### src/rtl/riscv_mc_pkg.sv
// Shared definitions for the multi-cycle RV32I core: opcodes, FSM states,
// ALU control codes, immediate formats and decode helpers.
package riscv_mc_pkg;

  localparam logic [6:0] OPC_LW    = 7'b0000011;
  localparam logic [6:0] OPC_SW    = 7'b0100011;
  localparam logic [6:0] OPC_OP    = 7'b0110011;
  localparam logic [6:0] OPC_OPIMM = 7'b0010011;
  localparam logic [6:0] OPC_BR    = 7'b1100011;
  localparam logic [6:0] OPC_JAL   = 7'b1101111;
  localparam logic [6:0] OPC_LUI   = 7'b0110111;

  typedef enum logic [3:0] {
    S_FETCH  = 4'd0,
    S_DECODE = 4'd1,
    S_MEMADR = 4'd2,
    S_MEMRD  = 4'd3,
    S_MEMWB  = 4'd4,
    S_MEMWR  = 4'd5,
    S_EXECR  = 4'd6,
    S_EXECI  = 4'd7,
    S_ALUWB  = 4'd8,
    S_BRANCH = 4'd9,
    S_JAL    = 4'd10,
    S_LUI    = 4'd11,
    S_TRAP   = 4'd12
  } state_e;

  typedef enum logic [2:0] {ALU_ADD, ALU_SUB, ALU_AND, ALU_OR, ALU_SLT} alu_op_e;

  typedef enum logic [2:0] {IMM_I, IMM_S, IMM_B, IMM_J, IMM_U} imm_type_e;

  function automatic logic [31:0] imm_gen(input logic [31:0] ir, input imm_type_e t);
    case (t)
      IMM_S:   return {{20{ir[31]}}, ir[31:25], ir[11:7]};
      IMM_B:   return {{19{ir[31]}}, ir[31], ir[7], ir[30:25], ir[11:8], 1'b0};
      IMM_J:   return {{11{ir[31]}}, ir[31], ir[19:12], ir[20], ir[30:21], 1'b0};
      IMM_U:   return {ir[31:12], 12'b0};
      default: return {{20{ir[31]}}, ir[31:20]};
    endcase
  endfunction

  // funct7[5] selects SUB only for register-register adds; OP-IMM passes 0.
  function automatic alu_op_e alu_decode(input logic [2:0] f3, input logic sub);
    case (f3)
      3'b000:  return sub ? ALU_SUB : ALU_ADD;
      3'b010:  return ALU_SLT;
      3'b110:  return ALU_OR;
      3'b111:  return ALU_AND;
      default: return ALU_ADD;
    endcase
  endfunction

  function automatic logic [31:0] alu_fn(input alu_op_e op, input logic [31:0] a,
                                         input logic [31:0] b);
    case (op)
      ALU_SUB: return a - b;
      ALU_AND: return a & b;
      ALU_OR:  return a | b;
      ALU_SLT: return {31'b0, $signed(a) < $signed(b)};
      default: return a + b;
    endcase
  endfunction

  function automatic logic is_legal(input logic [31:0] ir);
    logic [2:0] f3;
    logic [6:0] f7;
    f3 = ir[14:12];
    f7 = ir[31:25];
    case (ir[6:0])
      OPC_LW, OPC_SW:   return f3 == 3'b010;
      OPC_OP:           return (f7 == 7'b0000000 && f3 inside {3'b000, 3'b010, 3'b110, 3'b111})
                            || (f7 == 7'b0100000 && f3 == 3'b000);
      OPC_OPIMM:        return f3 inside {3'b000, 3'b010, 3'b110, 3'b111};
      OPC_BR:           return f3[2:1] == 2'b00;
      OPC_JAL, OPC_LUI: return 1'b1;
      default:          return 1'b0;
    endcase
  endfunction

endpackage

### src/rtl/riscv_mc_regfile.sv
// Register file: two combinational read ports, one synchronous write port,
// x0 never written. With NREGS=16 the top index bit is ignored.
module riscv_mc_regfile #(
  parameter int NREGS = 32
) (
  input  logic        clk,
  input  logic        rst,
  input  logic [4:0]  ra1,
  input  logic [4:0]  ra2,
  output logic [31:0] rd1,
  output logic [31:0] rd2,
  input  logic        we,
  input  logic [4:0]  wa,
  input  logic [31:0] wd
);

  localparam int AW = (NREGS == 16) ? 4 : 5;

  logic [31:0]   regs_q [NREGS];
  logic [AW-1:0] a1, a2, aw;

  assign a1  = ra1[AW-1:0];
  assign a2  = ra2[AW-1:0];
  assign aw  = wa[AW-1:0];
  assign rd1 = regs_q[a1];
  assign rd2 = regs_q[a2];

  always_ff @(posedge clk) begin
    if (!rst) begin
      for (int i = 0; i < NREGS; i++) regs_q[i] <= '0;
    end else if (we && aw != '0) begin
      regs_q[aw] <= wd;
    end
  end

endmodule

### src/rtl/riscv_multicycle_core.sv
// Multi-cycle RV32I core sharing one ready-handshaked memory port.
// Define RISCV_MC_TRAP_EN to trap on illegal instructions; otherwise they retire as NOPs.
module riscv_multicycle_core
  import riscv_mc_pkg::*;
#(
  parameter logic [31:0] RESET_PC = 32'h0000_0000,
  parameter int          NREGS    = 32
) (
  input  logic        clk,
  input  logic        rst,
  output logic        mem_req,
  output logic        mem_we,
  output logic [31:0] mem_addr,
  output logic [31:0] mem_wdata,
  input  logic [31:0] mem_rdata,
  input  logic        mem_ready,
  output logic [31:0] pc,
  output logic [31:0] instr,
  output logic [3:0]  state,
  output logic        trap
);

  state_e      state_q, state_d;
  logic [31:0] pc_q, pc_d, oldpc_q, oldpc_d, ir_q, ir_d;
  logic [31:0] a_q, a_d, b_q, b_d, aluout_q, aluout_d, mdr_q, mdr_d;

  logic [31:0] rs1_data, rs2_data, rf_wd, alu_b, alu_res, addr_sel;
  logic        rf_we;
  logic [6:0]  opcode;
  logic [2:0]  f3;

  assign opcode = ir_q[6:0];
  assign f3     = ir_q[14:12];

`ifdef RISCV_MC_TRAP_EN
  localparam state_e ILLEGAL_NEXT = S_TRAP;
  assign trap = (state_q == S_TRAP);
`else
  localparam state_e ILLEGAL_NEXT = S_FETCH;
  assign trap = 1'b0;
`endif

  riscv_mc_regfile #(.NREGS(NREGS)) u_regfile (
    .clk (clk),
    .rst (rst),
    .ra1 (ir_q[19:15]),
    .ra2 (ir_q[24:20]),
    .rd1 (rs1_data),
    .rd2 (rs2_data),
    .we  (rf_we),
    .wa  (ir_q[11:7]),
    .wd  (rf_wd)
  );

  assign alu_b   = (state_q == S_EXECR) ? b_q : imm_gen(ir_q, IMM_I);
  assign alu_res = alu_fn(alu_decode(f3, (state_q == S_EXECR) && ir_q[30]), a_q, alu_b);

  // ALU results retire straight from EXECR/EXECI so R/I ops take 3 cycles;
  // S_ALUWB is kept only as a reserved encoding.
  always_comb begin
    state_d  = state_q;
    pc_d     = pc_q;
    oldpc_d  = oldpc_q;
    ir_d     = ir_q;
    a_d      = a_q;
    b_d      = b_q;
    aluout_d = aluout_q;
    mdr_d    = mdr_q;
    rf_we    = 1'b0;
    rf_wd    = '0;
    case (state_q)
      S_FETCH: begin
        if (mem_ready) begin
          ir_d    = mem_rdata;
          oldpc_d = pc_q;
          pc_d    = pc_q + 32'd4;
          state_d = S_DECODE;
        end
      end
      S_DECODE: begin
        a_d      = rs1_data;
        b_d      = rs2_data;
        aluout_d = oldpc_q + imm_gen(ir_q, IMM_B);
        if (!is_legal(ir_q)) begin
          state_d = ILLEGAL_NEXT;
        end else begin
          case (opcode)
            OPC_LW, OPC_SW: state_d = S_MEMADR;
            OPC_OP:         state_d = S_EXECR;
            OPC_OPIMM:      state_d = S_EXECI;
            OPC_BR:         state_d = S_BRANCH;
            OPC_JAL:        state_d = S_JAL;
            OPC_LUI:        state_d = S_LUI;
            default:        state_d = ILLEGAL_NEXT;
          endcase
        end
      end
      S_MEMADR: begin
        aluout_d = a_q + imm_gen(ir_q, (opcode == OPC_SW) ? IMM_S : IMM_I);
        state_d  = (opcode == OPC_SW) ? S_MEMWR : S_MEMRD;
      end
      S_MEMRD: begin
        if (mem_ready) begin
          mdr_d   = mem_rdata;
          state_d = S_MEMWB;
        end
      end
      S_MEMWB: begin
        rf_we   = 1'b1;
        rf_wd   = mdr_q;
        state_d = S_FETCH;
      end
      S_MEMWR: begin
        if (mem_ready) state_d = S_FETCH;
      end
      S_EXECR, S_EXECI: begin
        aluout_d = alu_res;
        rf_we    = 1'b1;
        rf_wd    = alu_res;
        state_d  = S_FETCH;
      end
      S_BRANCH: begin
        // funct3[0] distinguishes bne from beq
        if ((a_q == b_q) ^ f3[0]) pc_d = aluout_q;
        state_d = S_FETCH;
      end
      S_JAL: begin
        rf_we   = 1'b1;
        rf_wd   = pc_q;
        pc_d    = oldpc_q + imm_gen(ir_q, IMM_J);
        state_d = S_FETCH;
      end
      S_LUI: begin
        rf_we   = 1'b1;
        rf_wd   = imm_gen(ir_q, IMM_U);
        state_d = S_FETCH;
      end
      S_TRAP: begin
        state_d = S_TRAP;
      end
      default: state_d = S_FETCH;
    endcase
  end

  always_ff @(posedge clk) begin
    if (!rst) begin
      state_q  <= S_FETCH;
      pc_q     <= RESET_PC;
      oldpc_q  <= '0;
      ir_q     <= '0;
      a_q      <= '0;
      b_q      <= '0;
      aluout_q <= '0;
      mdr_q    <= '0;
    end else begin
      state_q  <= state_d;
      pc_q     <= pc_d;
      oldpc_q  <= oldpc_d;
      ir_q     <= ir_d;
      a_q      <= a_d;
      b_q      <= b_d;
      aluout_q <= aluout_d;
      mdr_q    <= mdr_d;
    end
  end

  // Bus outputs are forced quiet while reset is held.
  assign addr_sel  = (state_q == S_FETCH) ? pc_q : aluout_q;
  assign mem_req   = rst && (state_q inside {S_FETCH, S_MEMRD, S_MEMWR});
  assign mem_we    = rst && (state_q == S_MEMWR);
  assign mem_addr  = rst ? {addr_sel[31:2], 2'b00} : '0;
  assign mem_wdata = rst ? b_q : '0;

  assign pc    = pc_q;
  assign instr = ir_q;
  assign state = state_q;

endmodule
### config.mk
export PLATFORM = sky130hd
export DESIGN_NAME = riscv_multicycle_core
export DESIGN_NICKNAME = d
export VERILOG_FILES = /design/src/rtl/riscv_mc_pkg.sv /design/src/rtl/riscv_mc_regfile.sv /design/src/rtl/riscv_multicycle_core.sv
export SDC_FILE = /design/constraint.sdc
export NUM_CORES = 2
export LEC_CHECK = 0
export ABC_CLOCK_PERIOD_IN_PS = 8870
export BUFFER_PORTS_ARGS = -buffer_cell sky130_fd_sc_hd__buf_4
export CAP_MARGIN = 30
export CORE_ASPECT_RATIO = 0.7
export CORE_MARGIN = 5
export CORE_UTILIZATION = 45
export CTS_BUF_LIST = sky130_fd_sc_hd__clkbuf_16
export CTS_CLUSTER_DIAMETER = 120
export DETAILED_ROUTE_END_ITERATION = 12
export GPL_ROUTABILITY_DRIVEN = 1
export SKIP_CTS_REPAIR_TIMING = 1
export SYNTH_ARGS = -nofsm -noshare
export SYNTH_HDL_FRONTEND = slang
export SYNTH_SLANG_ARGS = --single-unit
### constraint.sdc
create_clock -name clk -period 8.87 [get_ports clk]
set_clock_uncertainty 0.1 [all_clocks]
set_input_delay 0.4435 -clock clk [delete_from_list [all_inputs] [get_ports clk]]
set_output_delay 0.4435 -clock clk [all_outputs]
set_load 0.05 [all_outputs]
==> summary.txt <==
Synth
  • Post-synthesis register bit count: between 1000 and 1500
  • Sequential fraction of the synthesis area: 49.3%
  • Syn. warnings: 0
  • Synth area leaders: edfxtp_1, mux4_2, dfxtp_1, nor2_1, ha_1
  • Top cell type's share of synthesized area: 42.9%
  • Synth cell count leaders: nor2_1, edfxtp_1, mux4_2, nand2_1, clkbuf_1
  • Asr flop ratio synth: 0%
  • Top_reg_cell synth: edfxtp_1
  • Most frequent cell after synthesis: nor2_1
  • Post-synth EDFFs: 1024
  • Syn avg cell area: roughly 12 um^2
  • Unique masters post-synth: between 80 and 90
  • Mapped Cells: approximately 6000
  • Cell taking the most area after synthesis: edfxtp_1
  • Synth Cell Area: a little over 70000 um^2

STA
  • RSZ-0062 raised after global routing: no
  • Final Hold Viols: 0
  • Final setup viols: 0
  • Max Freq: 0.141 GHz
  • Final worst slack: between 1.5 and 2 ns
  • Setup TNS: 0 ns
  • Fin. max-slew vios: 0
  • Slew @ Worst Pin: between 1 and 1.5 ns
  • Final worst path period need: 7.11 ns
  • Slew margin rel.: 11.9%
  • Final worst-path cycle share: 80.1%

Global routing
  • Largest net degree at the start of global routing: 113
  • First-pass GRT wire length: 414000 um
  • Initial antenna violation count: 16
  • Vias in the first global route: ~52000
  • Global route overflow: 0
  • Tot GR Track Use: 35.3%

Placed design
  • Port bufs: 166
  • Gpl congestion: 1.05
  • DP HPWL: between 150000 and 200000 um
  • Place WS: roughly 2.2 ns

Clock tree
  • Clock buffer count from CTS: 120
  • Clock-pin slew on the worst setup and hold paths: 0.07 ns
  • Clk buf depth: 3
  • Worst-skew pair later-pin latency: 0.80 ns
  • H-tree depth: 3
  • # clock sinks: 1252
  • Root Buffer: clkbuf_16
  • CTS tree: yes

Detailed routing
  • Post-DR vias/cell: 6.86
  • Routed vias: between 50000 and 60000
  • DRT Pass-1 Iters: 9
  • DR iter-0 viols: 10300
  • WL final: about 300000 um
  • # DRC: 0
  • Routed len/inst: 36.7 um
  • ANT nets after route: 0

Floorplanning
  • Die height: 344 um
  • I/O pins: 170
  • Initial cell density of the core: 45.3%
  • Die Width: 487 um
  • Die area: 167000 um^2
  • Core ar.: 158000 um^2
  • Rows: 122

Hold path
  • Worst hold path class: input port to flop
  • Hold Path Origin: rst

Worst setup path
  • Critical Path Source: state[2]
  • Worst EP required: 9.26 ns
  • Worst path cell trace: and3_1 -> buf_8 -> buf_4 -> nand2b_1 -> buf_4 -> nand2_1 -> inv_1 -> ha_1 -> inv_1 -> o31ai_1 -> a21oi_1 -> a31oi_1 -> a31oi_1 -> xnor2_1 -> a221oi_1 -> a31oi_1 -> nor2b_2 -> buf_4 -> nor2_1
  • Worst-path maximum fanout: 31
  • Critical Path End Type: flop
  • CP bufs+invs: 6
  • Slowest stage delay, CP: about 0.83 ns
  • Critical path launch point type: flop
  • CP top delay family: compound AO/OA/AOI/OAI gates
  • Worst-path cell with the longest stage delay: dfxtp_1
  • CP arrival: between 7 and 8 ns
  • Setup CP Type: flop to flop
  • Reg-to-Reg Start: state[2]

Layout
  • Layout cells sized above 1: between 20% and 30%
  • Filler cells: roughly 14000
  • Layout area overhead: 11.7%
  • Post-layout net count: ~6200

Power and ir drop
  • Power per cell area: 182 nW/um^2
  • Total power: 14.6 mW
  • Worst VDD drop: 195 uV
  • P_leak: 26.7 nW

Job
  • Max-Cap Viols: 0

Run status
  • Outcome: finished clean
==> power by group <==
group / internal [mW] / total, mW / leakage (nW) / switching, mW
combinational: 0.910 / 2.39 / 12.2 / 1.48
sequential: 6.56 / 6.86 / 12.4 / 0.297
clock: 2.90 / 5.35 / 2.01 / 2.45
==> path summary, 6_finish.rpt <==
kind / endpoint / slack, ns / cells after the start
hold / removal: aluout_q[18] / 0.07 / 3
setup / recovery: u_regfile.regs_q[19][28] / 1.76 / 19
setup reg to reg: u_regfile.regs_q[19][28] / 1.76 / 19
hold reg to reg: mdr_q[8] / 0.36 / 2
==> worst reg2reg max path, delay by kind of cell (launching register included) <==
| kind | cells | cell delay, ns |
|---|---|---|
| AOI/OAI and AO/OA | 6 | 2.41 |
| buffers and inverters | 6 | 1.44 |
| and+or+nand+nor | 5 | 1.38 |
| DFF | 1 | 0.83 |
| adders and majority gates | 1 | 0.46 |
| xor gates and xnor gates | 1 | 0.19 |
==> flip-flops by register name, summed over array words and instances, names as in the netlist <==
signal / count
b_q: 32
mdr_q: 32
a_q: 32
u_regfile.regs_q: 1024
oldpc_q: 32
aluout_q: 32
pc: 32
state: 4
instr: 32
==> routing by layer <==
layer | part of all wire [%] | vias to the layer above | GRT usage, % | routed length (um)
met2 | 40 | 4670 | 47.1 | 120000
met3 | 17 | 653 | 15.6 | 51900
met1 | 39 | 28600 | 51.1 | 118000
met4 | 4.0 | 10 | 11.6 | 12100
met5 | 0.13 | - | 1.62 | 380
li1 | - | 22500 | - | -
==> cell families (layout without fill, tap and decap cells) <==
group / count (synthesis) / in the layout / synth area share (%)
AND/OR/NAND/NOR: 2062 / 2062 / 12.0
flip-flops: 1252 / 1252 / 49.3
AO/OA/AOI/OAI: 940 / 940 / 8.60
multiplexers: 734 / 734 / 21.5
buffers and inverters: 664 / 754 / 3.59
adder cells (fa/ha/maj): 176 / 176 / 3.12
XOR/XNOR: 163 / 163 / 1.99
other: 1 / 41 / 0.00523
==> area by class of cell <==
type                       instances  area [um^2]  share of cell area, %
inverter                         122          465                  0.581
sequential                      1252        35400                   44.2
multi-input combinational       4110        34300                   42.9
timing repair buffer             408         3300                   4.12
tap                             2108         2640                   3.29
clock inverter                   104          946                   1.18
antenna                            6         15.0                 0.0188
clock buffer                     120         3000                   3.75
==> placed cells by master, fill, tap and decap left out, drive strengths merged, types with 50 or more instances in the layout <==
cell and instances:
a211oi 112, a21oi 316, and2 58, buf 375, clkbuf 121, clkinv 50, dfxtp 228, edfxtp 1024
ha 171, inv 153, mux2i 78, mux4 640, nand2 516, nor2 1227, o21ai 157, xnor2 73
xor2 90
==> through the flow <==
stage / utilization (%) / cells / hold slack, ns / cell area [um^2]
after floorplan: - / 6026 / 0.336 / 71800
after global placement: 47.8 / 7950 / 0.341 / 75500
after detailed placement: 47.9 / 7963 / 0.348 / 75700
after CTS: 50.4 / 8187 / -0.233 / 79700
after global routing: 50.6 / 8226 / 0.0673 / 80000
final: 50.6 / 8230 / 0.0658 / 80000
(Power assumes the default switching activity.)
